--- config.mk ---
export PLATFORM = sky130hd
export DESIGN_NAME = demux_32_bit_reg
export DESIGN_NICKNAME = d
export VERILOG_FILES = /design/src/rtl/demux_pkg.sv /design/src/rtl/demux_channel.sv /design/src/rtl/demux_32_bit_reg.sv
export SDC_FILE = /design/constraint.sdc
export NUM_CORES = 1
export LEC_CHECK = 0
export CORE_MARGIN = 5
export CORE_UTILIZATION = 42
export DETAILED_ROUTE_END_ITERATION = 16
export GPL_ROUTABILITY_DRIVEN = 1
export HOLD_SLACK_MARGIN = 0.1
export PLACE_DENSITY_LB_ADDON = 0.2
export SLEW_MARGIN = 10
export SYNTH_ARGS = -nofsm -noshare
export SYNTH_HDL_FRONTEND = slang
export SYNTH_SLANG_ARGS = --single-unit
--- constraint.sdc ---
create_clock -name in_clk -period 1.9 [get_ports in_clk]
set_input_delay 0.57 -clock in_clk [delete_from_list [all_inputs] [get_ports in_clk]]
set_output_delay 0.57 -clock in_clk [all_outputs]
set_load 0.1 [all_outputs]
--- src/rtl/demux_pkg.sv ---
// Shared definitions for the registered 1-to-2 demultiplexer.
// Default widths and the per-channel holding state encoding.
package demux_pkg;

  localparam int unsigned N_BIT_DEFAULT   = 32;
  localparam int unsigned CNT_BIT_DEFAULT = 16;

  typedef enum logic {
    CH_EMPTY = 1'b0,
    CH_FULL  = 1'b1
  } ch_state_e;

endpackage

--- src/rtl/demux_channel.sv ---
// One output channel: one-entry holding register, EMPTY/FULL state and
// a wrapping delivery counter, all cleared synchronously by clear.
module demux_channel
  import demux_pkg::*;
#(
  parameter int unsigned N_BIT   = N_BIT_DEFAULT,
  parameter int unsigned CNT_BIT = CNT_BIT_DEFAULT
) (
  input  logic               clk,
  input  logic               rst_n,
  input  logic               clear,
  input  logic               load,
  input  logic [N_BIT-1:0]   load_data,
  input  logic               sink_ready,
  output logic               valid,
  output logic [N_BIT-1:0]   data,
  output logic [CNT_BIT-1:0] count
);

  localparam logic [CNT_BIT-1:0] CntOne = CNT_BIT'(1);

  ch_state_e          state_q, state_d;
  logic [N_BIT-1:0]   data_q, data_d;
  logic [CNT_BIT-1:0] count_q, count_d;
  logic               pop;

  assign pop = (state_q == CH_FULL) && sink_ready;

  always_comb begin
    state_d = state_q;
    data_d  = data_q;
    count_d = count_q;
    if (clear) begin
      state_d = CH_EMPTY;
      data_d  = '0;
      count_d = '0;
    end else begin
      unique case (state_q)
        CH_EMPTY: begin
          if (load) begin
            state_d = CH_FULL;
            data_d  = load_data;
          end
        end
        CH_FULL: begin
          // load is only granted here when the sink pops in the same cycle
          if (load) begin
            data_d = load_data;
          end else if (pop) begin
            state_d = CH_EMPTY;
          end
        end
        default: state_d = CH_EMPTY;
      endcase
      if (pop) begin
        count_d = count_q + CntOne;
      end
    end
  end

  always_ff @(posedge clk or negedge rst_n) begin
    if (!rst_n) begin
      state_q <= CH_EMPTY;
      data_q  <= '0;
      count_q <= '0;
    end else begin
      state_q <= state_d;
      data_q  <= data_d;
      count_q <= count_d;
    end
  end

  assign valid = (state_q == CH_FULL);
  assign data  = data_q;
  assign count = count_q;

endmodule

--- src/rtl/demux_32_bit_reg.sv ---
// Registered 1-to-2 demultiplexer with per-channel valid/ready holding
// registers; the top only decodes the select and forms out_ready.
module demux_32_bit_reg
  import demux_pkg::*;
#(
  parameter int unsigned N_BIT   = N_BIT_DEFAULT,
  parameter int unsigned CNT_BIT = CNT_BIT_DEFAULT
) (
  input  logic               in_clk,
  input  logic               in_rst_n,
  input  logic               in_clear,
  input  logic               in_valid,
  output logic               out_ready,
  input  logic               in_control,
  input  logic [N_BIT-1:0]   in_data,
  output logic               out_valid_0,
  output logic               out_valid_1,
  input  logic               in_ready_0,
  input  logic               in_ready_1,
  output logic [N_BIT-1:0]   out_data_0,
  output logic [N_BIT-1:0]   out_data_1,
  output logic [CNT_BIT-1:0] out_count_0,
  output logic [CNT_BIT-1:0] out_count_1
);

  logic sel_full;
  logic sel_sink_ready;
  logic accept;
  logic load_0;
  logic load_1;

  always_comb begin
    sel_full       = in_control ? out_valid_1 : out_valid_0;
    sel_sink_ready = in_control ? in_ready_1  : in_ready_0;
  end

  // Only the selected channel can stall the source; clear blocks acceptance.
  assign out_ready = !in_clear && (!sel_full || sel_sink_ready);
  assign accept    = in_valid && out_ready;
  assign load_0    = accept && !in_control;
  assign load_1    = accept && in_control;

  demux_channel #(
    .N_BIT   (N_BIT),
    .CNT_BIT (CNT_BIT)
  ) u_channel_0 (
    .clk        (in_clk),
    .rst_n      (in_rst_n),
    .clear      (in_clear),
    .load       (load_0),
    .load_data  (in_data),
    .sink_ready (in_ready_0),
    .valid      (out_valid_0),
    .data       (out_data_0),
    .count      (out_count_0)
  );

  demux_channel #(
    .N_BIT   (N_BIT),
    .CNT_BIT (CNT_BIT)
  ) u_channel_1 (
    .clk        (in_clk),
    .rst_n      (in_rst_n),
    .clear      (in_clear),
    .load       (load_1),
    .load_data  (in_data),
    .sink_ready (in_ready_1),
    .valid      (out_valid_1),
    .data       (out_data_1),
    .count      (out_count_1)
  );

endmodule

==> results.md, run 1 <==
- Status: finished with violations
- Failing checks: negative setup slack
- Reg2reg end: u_channel_0.data[9]
- Die height: 110 um
- Filler Cells Inserted: 712
- Mean Syn Cell Area: 9.23 um^2
- Vias per cell: 5.11
- Die X: 110 um
- RR Startpoint: u_channel_0.valid
- Synthesized flop and latch total: 98
- Max-cap viol count: 0
- Arr. time, crit path: 1.41 ns
- Hold Vio Cnt, Final: 0
- GP Congestion: 0.838
- Worst EP required: 1.33 ns
- Ys Warns: 0
- Vias: 3771
- Max frequency: 504 MHz
- Rows: 36
- Leakage: 0.00291 uW
- Fin crit share: 104%
- Post-synth cell types: 31
- Max Clock Skew: 0.0102 ns
- Clk pin slew, worst setup/hold paths: 0.09 ns
- Worst min path class: primary input to asynchronous set/reset pin
- Post-Syn Instances: 456
- ANT cells: 0
- R2R Setup Slk: 0.22 ns
- Clock period minus worst slack: 1.98 ns
- Cell Area, Synth: 0.00421 mm^2
- Worst VDD drop: 0.388 mV
- Design area: 0.00713 mm^2
- Setup violators final: 1
- Critical path origin: u_channel_0.valid
- I/O pin total: 138
- Pre-CTS worst setup slack: -0.358 ns
- Initial antenna violation count: 0
- DIE AREA: 0.0121 mm^2
- Worst slew margin: 71.1%
- Wirelength per Cell: 16.4 um
- Num CTS Buffers: 9
- Bufs on Longest Clock Path: 2
- DP HPWL: 8540 um
- DR iter-0 viols: 147
- # clock sinks: 98
- Worst-margin pin slew: 0.433 ns
- Crit. End Element: primary output
- DRT antenna net count: 0
- CP Class: flip-flop to primary output
- Share of layout cells above drive strength 1: 29.1%
- Area leader, netlist: dfrtp_1
- Setup WS post-layout: -0.0834 ns
- Syn-to-layout area delta: 69.2%
- Final nets: 642
- Slew Limit Fails: 0
- Worst-Skew Late Latency: 0.36 ns
- Largest fanout on the critical path: 2
- R2R depth: 6
- CTS tree: done
- PortBufs: 137
- H-tree depth: 3
- GRT Total Usage: 20.8%
- Vias in the first global route: 3972
- Power Density: 601 mW/mm^2
- Initial Utilization: 43.1%
- Worst Setup Start Kind: flip-flop
- Synth top area share: 58.2%
- DRT Pass-1 Iters: 4
- Pin count of the biggest net entering global routing: 98
- Core ar.: 0.00977 mm^2
- Routed wire length: 12100 um
- Area contributors post-synth: dfrtp_1, nand2_1, a21oi_1, nor2_1, xnor2_1
- RSZ-0062 raised after global routing: yes
- DRC: 0
- Syn_nets: 497
- GR Overflow Total: 0
- Placed instance area: 0.00692 mm^2
- Global-route wire length before repair: 19700 um
- Root buffer cell: clkbuf_8
- Post-synthesis sequential area ratio: 58.2%
## cell type report
cell class	count	area, um^2	area share [%]
timing repair buffer	160	2610	36.6
sequential	98	2490	34.9
multi-input combinational	329	1690	23.7
tap	133	166	2.34
clock buffer	11	141	1.98
clock inverter	4	28.8	0.404
inverter	3	11.3	0.158
## how the worst max path moves through the flow
| stage | cells after the start | to |
|---|---|---|
| floorplan | 4 | out_ready |
| global placement | 5 | out_ready |
| detailed placement | 6 | u_channel_0.count[11] |
| CTS | 5 | out_ready |
| global route | 5 | out_ready |
| finish | 5 | out_ready |
## logic make-up after synthesis
| family | count (synthesis) | synth area share (%) |
|---|---|---|
| XOR/XNOR | 23 | 4.78 |
| multiplexers | 1 | 0.267 |
| flip-flops | 98 | 58.2 |
| AND/OR/NAND/NOR | 223 | 23.5 |
| adder cells (fa/ha/maj) | 2 | 0.594 |
| buffers and inverters | 29 | 2.85 |
| AO/OA/AOI/OAI | 80 | 9.72 |
## repair_timing
item / in CTS / in global routing
resized for setup: 9 / 0
pin swaps: 1 / 0
hold endpoints to repair: 0 / 0
setup endpoints to repair: 1 / 1
gates cloned: 0 / 0
hold buffers: 0 / 0
setup buffers: 1 / 0
## cells in the mapped netlist, drive strengths merged
cell type,number
and3,1
or4,2
nor4,5
nand2b,3
mux2,1
or3,4
ha,2
buf,11
a21oi,74
nor2,30
inv,3
nand3,11
o21ai,3
nand4,12
o31ai,2
a31o,1
clkbuf,15
and2,1
xor2,11
nand2,139
nor3,8
nor2b,3
dfrtp,98
and4,4
xnor2,12
## stage by stage
step | hold WS [ns] | TNS [ns] | power (uW) | utilization (%) | instances
5_1_grt | 0.141 | -0.161 | 4460 | 72.9 | 738
3_5_place_dp | 0.530 | -20.53 | 3110 | 70.8 | 722
4_1_cts | 0.127 | -0.0955 | 4320 | 72.9 | 738
6_report | 0.131 | -0.0834 | 4280 | 72.9 | 738
2_1_floorplan | 0.274 | -0.119 | 2670 | - | 456
3_3_place_gp | 0.523 | -17.59 | 3100 | 70.8 | 722
## power by group
part | internal, uW | switching [uW] | leakage, uW
Clock | 506 | 710 | 0.0000814
Sequential | 2130 | 51.9 | 0.00131
Combinational | 320 | 563 | 0.00152
## state kept, by name (all words and copies together), names as in the netlist
signal             count
u_channel_1.data      32
u_channel_1.count     16
u_channel_0.data      32
u_channel_0.count     16
u_channel_1.valid      1
u_channel_0.valid      1
## per-layer routing
layer	vias to the layer above	global-route usage [%]	part of all wire, %
li1	1797	-	-
met1	1861	24.9	39
met2	97	35.8	53
met3	16	6.46	6.5
met4	0	6.68	1.6
met5	-	0	0
## worst max-delay path, stage by stage (launching register included)
cell     delay [ns]
dfrtp_4        0.49
nor2b_4        0.14
nor2_4         0.10
a21oi_4        0.04
nor2_4         0.10
buf_12         0.18
## layout by cell type (no fill, tap or decap), types with 2 or more instances in the layout
| cell type | netlist | final |
|---|---|---|
| nor3_1 | 6 | 6 |
| clkinvlp_4 | 0 | 2 |
| o21ai_0 | 3 | 3 |
| ha_1 | 2 | 2 |
| nand2b_1 | 3 | 2 |
| clkbuf_8 | 0 | 10 |
| nor4_1 | 5 | 5 |
| or3_1 | 4 | 4 |
| dfrtp_2 | 0 | 25 |
| inv_1 | 3 | 3 |
| nor2b_1 | 3 | 2 |
| dfrtp_1 | 98 | 72 |
| buf_4 | 0 | 18 |
| nand4_1 | 11 | 11 |
| nor3_4 | 1 | 2 |
| xor2_1 | 11 | 11 |
| nor2_4 | 0 | 2 |
| clkdlybuf4s50_1 | 0 | 33 |
| nand3_1 | 10 | 10 |
| nand2_1 | 139 | 139 |
| xnor2_1 | 12 | 12 |
| o31ai_1 | 2 | 2 |
| and4_1 | 3 | 3 |
| dlygate4sd2_1 | 0 | 3 |
| buf_12 | 0 | 105 |
| a21oi_1 | 74 | 73 |
| or4_1 | 2 | 2 |
| nor2_1 | 30 | 28 |
Power figures use the tool's default switching activity.
==> inputs of run 2 (changes only) <==
--- a/config.mk
+++ b/config.mk
@@ -5,8 +5,10 @@
 export SDC_FILE = /design/constraint.sdc
 export NUM_CORES = 1
 export LEC_CHECK = 0
-export CORE_MARGIN = 5
-export CORE_UTILIZATION = 42
+export ABC_AREA = 1
+export CAP_MARGIN = 20
+export CORE_MARGIN = 1.5
+export CORE_UTILIZATION = 43
 export DETAILED_ROUTE_END_ITERATION = 16
 export GPL_ROUTABILITY_DRIVEN = 1
 export HOLD_SLACK_MARGIN = 0.1
==> run 2 against run 1 <==
Compared with the run above:
- the flow now finishes without violations
- core utilization is 2.8 points lower
- die area is 2.2% lower
- sequential power is essentially flat
- global-route usage increased by 0.53 points
- maximum frequency rose by 7.7%
- first-iteration DRC count rose by 38%
- routed wire length down 0.99%
- setup slack gained 0.14 ns
- worst hold slack got worse by 0.0081 ns
- final area rose by 7.2%
- clock skew down 0.0052 ns
- critical path type unchanged
==> results.md, run 2 <==
- Most used DFF post-synth: dfrtp_1 (unchanged)
- Cell Area, Synth: 0.00482 mm^2 (was 0.00421 mm^2)
- Max Clock Skew: 0.00506 ns (was 0.0102 ns)
- DR iter-0 viols: 203 (was 147)
- Slew Limit Fails: 0 (unchanged)
- Commonest non-fill, non-tap cell in the layout: buf_12 (was nand2_1)
- Wirelength per Cell: 14.6 um (was 16.4 um)
- Hold_buf cts: 0 (unchanged)
- Vias: 4193 (was 3771)
- Vias in the first global route: 4119 (was 3972)
- Arr. time, crit path: 1.27 ns (was 1.41 ns)
- Syn-to-layout area delta: 58.4% (was 69.2%)
- Synth top area share: 50.9% (was 58.2%)
- Routed wire length: 12000 um (was 12100 um)
- R2R Setup Slk: 0.42 ns (was 0.22 ns)
- PortBufs: 137 (unchanged)
- CTS tree: done (unchanged)
- Number of flops mapped to enable cells by yosys: 0 (unchanged)
- Bufs on Longest Clock Path: 2 (unchanged)
- Vias per cell: 5.11 (about the same)
- Crit. End Element: primary output (unchanged)
- Most frequent cells in the layout: buf_12, nand2_1, dfrtp_1 (was nand2_1, buf_12, a21oi_1)
- ANT cells: 0 (unchanged)
- Min Hold Slack: 0.123 ns (was 0.131 ns)
- DRT antenna net count: 0 (unchanged)
- Global-route wire length before repair: 19900 um (was 19700 um)
- RSZ-0062 raised after global routing: no (was yes)
- CP Class: flip-flop to primary output (unchanged)
- Reg2reg end: u_channel_0.count[10] (was u_channel_0.data[9])
- Max-cap viol count: 0 (unchanged)
- Die X: 109 um (was 110 um)
- Design area: 0.00764 mm^2 (was 0.00713 mm^2)
- Worst slew margin: 73.7% (was 71.1%)
- Setup violators final: 0 (was 1)
- Initial antenna violation count: 0 (unchanged)
- # clock sinks: 98 (unchanged)
- Post-Syn Instances: 532 (was 456)
- Mean Syn Cell Area: 9.06 um^2 (was 9.23 um^2)
- GRT Total Usage: 21.3% (was 20.8%)
- Rows: 38 (was 36)
- DRT Pass-1 Iters: 4 (unchanged)
- FF/Latch Area: 0.00246 mm^2 (was 0.00249 mm^2)
- Synth async-reset ratio: 100% (unchanged)
- GR Overflow Total: 0 (unchanged)
- Clk pin slew, worst setup/hold paths: 0.09 ns (about the same)
- DIE AREA: 0.0119 mm^2 (was 0.0121 mm^2)
- Worst VDD drop: 0.431 mV (was 0.388 mV)
- Placed insts: 804 (was 722)
- Share of layout cells above drive strength 1: 33.8% (was 29.1%)
- Final nets: 718 (was 642)
- Worst EP required: 1.33 ns (about the same)
- I/O pin total: 138 (unchanged)
- RR Startpoint: u_channel_0.count[1] (was u_channel_0.valid)
- Status: completed (was finished with violations)
- Leakage: 0.00329 uW (was 0.00291 uW)
- Largest fanout on the critical path: 4 (was 2)
- Filler Cells Inserted: 811 (was 712)
- Top-count cell post-synth: nand2_1 (unchanged)
- DP HPWL: 8790 um (was 8540 um)
- Clock period minus worst slack: 1.84 ns (was 1.98 ns)
- Non-Filler Instances: 821 (was 738)
- Num CTS Buffers: 9 (unchanged)
- Power Density: 611 mW/mm^2 (was 601 mW/mm^2)
- Die height: 109 um (was 110 um)
- Placed instance area: 0.00740 mm^2 (was 0.00692 mm^2)
- Area leader, netlist: dfrtp_1 (unchanged)
- Post-synth cell types: 30 (was 31)
- Max frequency: 543 MHz (was 504 MHz)
- Root buffer cell: clkbuf_8 (unchanged)
- Worst-margin pin slew: 0.395 ns (was 0.433 ns)
- Ys Warns: 0 (unchanged)
- Core ar.: 0.0109 mm^2 (was 0.00977 mm^2)
- GP Congestion: 0.866 (was 0.838)
- Area contributors post-synth: dfrtp_1, nand2_1, nand3_2, o21ai_2, nand3_1 (was dfrtp_1, nand2_1, a21oi_1, nor2_1, xnor2_1)
- Worst-Skew Late Latency: 0.35 ns (was 0.36 ns)
- R2R depth: 8 (was 6)
- Initial Utilization: 44.3% (was 43.1%)
- Pin count of the biggest net entering global routing: 66 (was 98)
- Area of the multi-input gates: 0.00199 mm^2 (was 0.00169 mm^2)
- Post-synthesis sequential area ratio: 50.9% (was 58.2%)
- Worst min path class: primary input to asynchronous set/reset pin (unchanged)
- DRC: 0 (unchanged)
- Synthesized flop and latch total: 98 (unchanged)
- Fin crit share: 96.9% (was 104%)
- H-tree depth: 3 (unchanged)
- Worst Setup Start Kind: flip-flop (unchanged)
- Syn_nets: 573 (was 497)
- Hold Vio Cnt, Final: 0 (unchanged)
- Top post-synthesis cells by count: nand2_1, dfrtp_1, nor2_1 (was nand2_1, dfrtp_1, a21oi_1)
==> run 2: power breakdown <==
group	leakage [uW]	total (uW)	internal [uW]	switching, uW
Combinational	0.00184	948	341	606
Sequential	0.00135	2190	2130	59.6
Clock	0.000108	1530	807	722
Total	0.00329	4670	3280	1390
==> run 2: kinds of logic (layout without fill, tap and decap cells) <==
kind of cell               Yosys count  count (layout)  synth area share [%]
xor gates and xnor gates             1               1                 0.182
DFF                                 98              98                  50.9
buffers and inverters               70             219                  8.43
and+or+nand+nor                    273             273                  28.2
AOI/OAI and AO/OA                   88              88                  11.8
adders and majority gates            2               2                 0.519
==> run 2: metrics by stage <==
step	utilization, %	TNS (ns)	setup WS, ns	total power [uW]
finish	70.1	0	0.0589	4670
global placement	67.9	-8.36	-0.233	3180
global route	70.1	0	0.00823	4840
CTS	70.0	0	0.00968	4720
floorplan	-	-0.110	-0.110	2770
detailed placement	67.9	-10.96	-0.264	3190
==> run 2: worst max-delay path: stages (launching register included) <==
cell	delay (ns)
dfrtp_2	0.46
nand3_2	0.11
nand2_2	0.07
nor2_4	0.11
buf_12	0.18
==> run 2: area by class of cell <==
class | count | area share (%)
clock inverter | 4 | 0.983
tap | 140 | 2.29
timing repair buffer | 162 | 34.4
sequential | 98 | 32.2
multi-input combinational | 364 | 26.0
clock buffer | 11 | 1.98
inverter | 42 | 2.10
==> run 2: timing repair <==
action | in CTS | in global routing
resized for setup | 5 | 5
buffers inserted | 0 | 2
endpoints found under the setup margin | 1 | 1
pin swaps | 1 | 0
==> run 2: worst max path at each step <==
stage                       from         to  slack, ns  depth (start not counted)
2_1_floorplan           in_clear  out_ready      -0.11                          5
3_3_place_gp          in_control  out_ready      -0.23                          6
3_5_place_dp          in_control  out_ready      -0.26                          6
4_1_cts        u_channel_1.valid  out_ready       0.01                          4
5_1_grt        u_channel_0.valid  out_ready      0.008                          4
6_report       u_channel_0.valid  out_ready       0.06                          4
==> run 2: layer usage <==
layer | up-vias | routed length [um] | share of wire [%] | track usage [%]
li1 | 2048 | - | - | -
met1 | 1969 | 4870 | 41 | 27.4
met2 | 156 | 5810 | 49 | 33.6
met3 | 20 | 1060 | 8.8 | 6.99
met4 | 0 | 216 | 1.8 | 7.80
met5 | - | 0 | 0 | 0
